## config.mk

```make
export PLATFORM = sky130hd
export DESIGN_NAME = uart_tx_arbiter
export DESIGN_NICKNAME = d
export VERILOG_FILES = /design/src/rtl/uart_tx_arbiter.sv
export SDC_FILE = /design/constraint.sdc
export NUM_CORES = 1
export LEC_CHECK = 0
export CORE_MARGIN = 1
export CORE_UTILIZATION = 39
export CTS_CLUSTER_SIZE = 40
export DETAILED_ROUTE_END_ITERATION = 16
export HOLD_SLACK_MARGIN = 0.12
export PLACE_DENSITY_LB_ADDON = 0.25
export SYNTH_ARGS = -nofsm -noshare
export SYNTH_HDL_FRONTEND = slang
export SYNTH_SLANG_ARGS = --single-unit
```

## constraint.sdc

```tcl
create_clock -name CLK -period 2.02 [get_ports CLK]
set_input_delay 0.404 -clock CLK [delete_from_list [all_inputs] [get_ports CLK]]
set_output_delay 0.404 -clock CLK [all_outputs]
set_load 0.05 [all_outputs]
```

## src/rtl/uart_tx_arbiter.sv

```systemverilog
// Round-robin arbiter that shares one UART TX module among N_REQ byte requesters.
// Optional SEND watchdog enabled by defining UART_ARB_TIMEOUT_EN.
module uart_tx_arbiter #(
  parameter int unsigned N_REQ       = 4,
  parameter logic [19:0] TIMEOUT_CYC = 20'd1_000_000
) (
  input  logic               CLK,
  input  logic               RSTn,
  input  logic [N_REQ-1:0]   Req,
  input  logic [8*N_REQ-1:0] Req_Data,
  output logic [N_REQ-1:0]   Ack,
  output logic [N_REQ-1:0]   Done,
  output logic               Busy,
  output logic               Err,
  input  logic               TX_Done_Sig,
  output logic               TX_En_Sig,
  output logic [7:0]         TX_Data
);

  localparam int unsigned IW = (N_REQ > 1) ? $clog2(N_REQ) : 1;

  if (N_REQ < 2 || N_REQ > 8 || TIMEOUT_CYC == 20'd0) begin : g_param_check
    $error("uart_tx_arbiter: illegal parameter value");
  end

  typedef enum logic [1:0] {
    IDLE,
    SEND,
    GAP
  } state_t;

  state_t           state, state_nx;
  logic [IW-1:0]    last_q, last_nx;
  logic [IW-1:0]    win_q, win_nx;
  logic [IW-1:0]    pick;
  logic             found;
  logic             tx_en_q, tx_en_nx;
  logic [7:0]       tx_data_q, tx_data_nx;
  logic [N_REQ-1:0] ack_q, ack_nx;
  logic [N_REQ-1:0] done_q, done_nx;
  logic             timeout;

`ifdef UART_ARB_TIMEOUT_EN
  logic [19:0]      tmr_q, tmr_nx;
  logic             err_q, err_nx;

  assign timeout = (tmr_q == TIMEOUT_CYC - 20'd1);
  assign Err     = err_q;
`else
  assign timeout = 1'b0;
  assign Err     = 1'b0;
`endif

  // Search upward from last+1 with wrap; the first set bit wins.
  always_comb begin
    int unsigned idx;
    idx   = 0;
    pick  = '0;
    found = 1'b0;
    for (int unsigned off = 1; off <= N_REQ; off++) begin
      idx = 32'(last_q) + off;
      if (idx >= N_REQ) idx = idx - N_REQ;
      if (!found && Req[idx[IW-1:0]]) begin
        found = 1'b1;
        pick  = idx[IW-1:0];
      end
    end
  end

  always_comb begin
    state_nx   = state;
    last_nx    = last_q;
    win_nx     = win_q;
    tx_en_nx   = tx_en_q;
    tx_data_nx = tx_data_q;
    ack_nx     = '0;
    done_nx    = '0;
`ifdef UART_ARB_TIMEOUT_EN
    tmr_nx     = tmr_q;
    err_nx     = err_q;
`endif
    case (state)
      IDLE: begin
        if (found) begin
          tx_data_nx   = Req_Data[8*pick +: 8];
          ack_nx[pick] = 1'b1;
          tx_en_nx     = 1'b1;
          win_nx       = pick;
          state_nx     = SEND;
`ifdef UART_ARB_TIMEOUT_EN
          tmr_nx       = '0;
`endif
        end
      end
      SEND: begin
        // A completion on the same edge as the watchdog limit is a normal finish.
        if (TX_Done_Sig || timeout) begin
          tx_en_nx      = 1'b0;
          done_nx[win_q] = 1'b1;
          last_nx       = win_q;
          state_nx      = GAP;
`ifdef UART_ARB_TIMEOUT_EN
          if (!TX_Done_Sig) err_nx = 1'b1;
`endif
        end else begin
`ifdef UART_ARB_TIMEOUT_EN
          tmr_nx = tmr_q + 20'd1;
`endif
        end
      end
      GAP:     state_nx = IDLE;
      default: state_nx = IDLE;
    endcase
  end

  always_ff @(posedge CLK or negedge RSTn) begin
    if (!RSTn) begin
      state     <= IDLE;
      last_q    <= IW'(N_REQ - 1);
      win_q     <= '0;
      tx_en_q   <= 1'b0;
      tx_data_q <= '0;
      ack_q     <= '0;
      done_q    <= '0;
`ifdef UART_ARB_TIMEOUT_EN
      tmr_q     <= '0;
      err_q     <= 1'b0;
`endif
    end else begin
      state     <= state_nx;
      last_q    <= last_nx;
      win_q     <= win_nx;
      tx_en_q   <= tx_en_nx;
      tx_data_q <= tx_data_nx;
      ack_q     <= ack_nx;
      done_q    <= done_nx;
`ifdef UART_ARB_TIMEOUT_EN
      tmr_q     <= tmr_nx;
      err_q     <= err_nx;
`endif
    end
  end

  assign Ack       = ack_q;
  assign Done      = done_q;
  assign TX_En_Sig = tx_en_q;
  assign TX_Data   = tx_data_q;
  assign Busy      = (state != IDLE);

endmodule

```

# == After elaboration in Yosys (flattened, before gate mapping) ==
# Index checks and enable logic that the tools add are counted.
# classes
n_lt_le_gt_ge,12
div,0
eq_ne,3
addsub,8
reduce_logical,15
shifts,1
bitwise_logic,0
n_mux,34
multipliers,0
# ops
op,n
variable part select 32 x 6 -> 8 bit,1
2-to-1 mux 2 bit,10
less-than comparator 2 x 3 -> 1 bit (second input constant),6
2-to-1 mux 4 bit,4
2-to-1 mux 1 bit,12
>= comparator 3 bit (second input constant),3
binary-select mux 1 bit (select 2 bit),4
subtractor 2 x 1 -> 2 bit (second input constant),4
adder 2 x 2 -> 3 bit (second input constant),2
AND reduction 2 bit,3
logical AND 1 bit,5
adder 2 x 3 -> 4 bit (second input constant),1
demux 1 bit (select 2 bit),2
>= comparator 2 x 1 -> 1 bit (second input constant),2
>= comparator 4 x 3 -> 1 bit (second input constant),1
inequality test 2 bit (second input constant),2
one-hot mux 2 bit (2 select lines),1
nonzero test 2 bit,2
adder 2 x 1 -> 3 bit (second input constant),1
logical NOT 1 bit,3
AND reduction 3 bit,1
equality test 2 x 1 -> 1 bit (second input constant),1
logical NOT 2 bit,1
one-hot mux 1 bit (2 select lines),1
# word_totals
wordCells,80
reg_bits,23
input_bits,39
romBits,0
latch_bits,0
mem_count,0
ramBits,0

# == Longest topological paths before layout ==
# depth
depth_word,21
depth_mapped,7
mapped_depth_nobuf,5

# == Worst setup path before layout ==
# OpenSTA, ideal clock, no wires.
# synth_path
path_type,reg2reg
startpoint,register last_q[1]
endpoint,"register tx_data_q[0], in the netlist TX_Data[0]"
path_buffers,2
path_slack_ns,0.407
setup_ns,0.142
stages_incl_launch_ff,7
required_ns,1.878
t_arrival_ns,1.470
period_less_slack_ns,1.613
path_cell_list,dfstp_2 buf_6 mux2i_1 o221a_4 buf_8 mux2i_1 o221ai_1
# synth_via
elab_chain_cells,16
word_cells_on_any_way,40
cone_classes,add/sub: 8; order compare: 4; shift: 1; mux: 20; reduce/logical: 7
# synth_rtl
element,line_no,rtl
from (decl),33,"logic [IW-1:0] last_q, last_nx;"
from (signal assigned),119,last_q <= IW'(N_REQ - 1);
from (signal assigned),131,last_q <= last_nx;
adder 2 x 1 -> 3 bit,61,idx = 32'(last_q) + off;
>= comparator 3 bit / subtractor 2 x 1 -> 2 bit (equally long branches),62,if (idx >= N_REQ) idx = idx - N_REQ;
2-to-1 mux 2 bit,62,
binary-select mux 1 bit (select 2 bit),63,if (!found && Req[idx[IW-1:0]]) begin
2-to-1 mux 1 bit (not written as such),63,
2-to-1 mux 1 bit,63,
logical NOT 1 bit,63,
logical AND 1 bit,63,
2-to-1 mux 1 bit,63,
logical NOT 1 bit,63,
logical AND 1 bit,63,
2-to-1 mux 1 bit,63,
logical NOT 1 bit,63,
logical AND 1 bit,63,
2-to-1 mux 2 bit / 2-to-1 mux 1 bit (equally long branches),63,
variable part select 32 x 6 -> 8 bit / AND reduction 2 bit (equally long branches),--,
to (signal assigned),134,tx_data_q <= tx_data_nx;
to (decl),38,"logic [7:0] tx_data_q, tx_data_nx;"
# Several ways; a longest one is shown, not always the timed one. The select of a mux whose other input is x is not followed.
# A chain may end at the register's enable or synchronous reset.

# == Worst setup path in the final report ==
# layout_path
startpoint,"register tx_data_q[4], in the netlist TX_Data[4]"
endpoint,output TX_Data[4]
# layout_rtl
element,line_no,rtl
to (decl),17,output logic [7:0] TX_Data
# No word-level cell between the ends.

==> run summary <==
Via/cell ratio - 5.08
Worst-margin pin slew - 523 ps
Synth Flop Type - dfrtp_1
CTS Buf Count - 3
Max stage delay cell, worst path - clkdlybuf4s50_1
Vias in the first global route - 1,014
Final core occ - 63.9%
Area grow syn2layout - 55.9%
Layout net count - 207
Pre-antenna DRT Iters - 4
Status - complete, no violations
Place WS - -64.6 ps
Finished Layout Cells - 198
Worst EP arrival - 1520 ps
Synth warnings - 0
Max Root-Sink Buffers - 2
Pwr per Cell Area - 1270 nW/um2
# resized after CTS - 1
DRC errors left - 0
Mean post-synth cell area - 10.7 um2
Clk slew on worst S/H paths - 130 ps
Register-to-Register Setup Slack - 280 ps
Starting Density - 41.0%
RR Endpoint - TX_Data[0]
Slew HR - 65.0%
# setup viols final - 0
Final Hold Fails - 0
Post-DRT Antenna Nets - 0
Critical path peak fanout - 2
Core Rows - 19
Worst Reg2Reg Path Length in Cells - 5
Diodes inserted - 0
Post-synthesis net count - 145
Most frequent cells in the layout - clkdlybuf4s50_1, dfrtp_1, nand2_1
Share of post-route cells with drive strength above 1 - 10.2%
Total global-route track usage - 19.0%
WL final - 2830 um
CP required - 1620 ps
Synth unique cells - 29
Number of flops mapped to enable cells by yosys - 0
VDD IR-drop max - 0.822 mV
Max Clock Skew - 12.1 ps
Crit-path leading delay family - buffers and inverters
Cts hold-fix bufs - 0
Crit path depth - 1
Core Region - 2760 um2
RSZ-0062 raised after global routing - no
Post-layout minimum cycle time - 1930 ps
Worst setup margin - 94.5 ps
Peak per-stage delay on the critical path - 820 ps
Total of max-cap violations - 0
Mapped Cells - 106
CTS tree - yes
PnR Total Power - 2.24 mW
#FFs+latches synth - 23
Largest net degree at the start of global routing - 24
Final period util - 95.3%
Number of I/O pins - 58
Initial antenna violation count - 0
Ys async rst share - 100%
Die W - 55.8 um
GP Congestion - 0.770
Port-buffer cells - 56
CP startpoint kind - flip-flop
Critical Path End - TX_Data[4]
Post-placement cell count - 194
Worst-path cell chain - clkdlybuf4s50_1
Routed vias - 1,005
Max Slew Vio Count - 0
Fmax - 0.519 GHz
Placed Area - 1740 um2
Commonest non-fill, non-tap cell in the layout - clkdlybuf4s50_1
WL per Instance - 14.3 um
Global-route wire length before repair - 4510 um
Initial DRC count - 18
Worst Hold Class - input port to asynchronous set/reset pin
Setup bufs post-CTS - 0
Worst Path Buf+Inv - 1
DIE AREA - 3120 um2
Netlist Area Pre-Place - 1130 um2
R2r startpoint - last_q[1]
Htree depth - 1
CTS sink cnt - 23
CTS root buf - clkbuf_4
Post-DP HPWL - 2100 um
Critical path class - flip-flop to primary output
Crit path launch - TX_Data[4]
Fin area - 1760 um2
Sequential fraction of the synthesis area - 51.2%
GR Overflow Total - 0
Fill count - 239
Die span in y - 55.8 um
Later-pin clock latency in the skew report - 320 ps
Leak Pwr - 0.795 nW
CP Capture Type - primary output
-- logic make-up after synthesis --
logic type,count (synthesis),synth area share [%]
buffers and inverters,11,7.09
AND/OR/NAND/NOR,38,14.6
AO/OA/AOI/OAI,16,11.7
multiplexers,17,15.1
other,1,0.332
flip-flops,23,51.2
-- through the flow --
| step | TNS [ps] | hold WS, ps |
|---|---|---|
| after detailed placement | -207 | 437 |
| final | 0 | 426 |
| after global placement | -23.3 | 429 |
| after CTS | 0 | 424 |
| after global routing | 0 | 450 |
| after floorplan | 0 | 108 |
-- synth_stat cells (all sizes together) (2+ instances only) --
library cell / instances / area share (%)
o21ai: 2 / 0.89
dfstp: 2 / 4.7
nor2: 9 / 3.0
dfrtp: 21 / 47
o221ai: 8 / 6.2
clkbuf: 3 / 1.0
nand2: 21 / 7.0
inv: 4 / 1.3
buf: 4 / 4.8
mux2i: 17 / 15
a21oi: 3 / 1.7
-- per-layer routing --
| metal | wire, um | part of all wire, % | global-route usage (%) | vias up |
|---|---|---|---|---|
| met5 | 0 | 0 | 0 | - |
| met4 | 45 | 1.6 | 7.32 | 0 |
| met3 | 154 | 5.4 | 3.95 | 5 |
| met2 | 1500 | 53 | 33.9 | 34 |
| met1 | 1130 | 40 | 22.2 | 478 |
| li1 | - | - | - | 488 |
-- how the worst min path moves through the flow --
stage | to | from | slack [ps] | depth (start not counted)
2_1_floorplan | Ack[0] | RSTn | 110 | 0
3_3_place_gp | state[0] | state[1] | 430 | 1
3_5_place_dp | state[0] | state[1] | 440 | 1
4_1_cts | Ack[0] | RSTn | 420 | 2
5_1_grt | Ack[2] | RSTn | 450 | 2
6_report | Ack[2] | RSTn | 430 | 2
-- registers in the layout (all words and copies together) (netlist names) --
name,count
Ack,4
Done,4
TX_Data,8
TX_En_Sig,1
last_q,2
state,2
win_q,2
-- final cells by class --
class                      instances  area [um2]  share of cell area, %
tap                               31        38.8                   2.20
clock buffer                       4        26.3                   1.49
timing repair buffer              64         632                   35.9
sequential                        23         578                   32.8
inverter                           4        15.0                  0.852
multi-input combinational         72         472                   26.8
-- where the power goes --
group	switching (mW)	leakage (nW)	internal, mW
combinational	0.761	0.492	0.522
sequential	0.111	0.289	0.630
clock	0.136	0.0150	0.0773
Power figures use the tool's default switching activity.
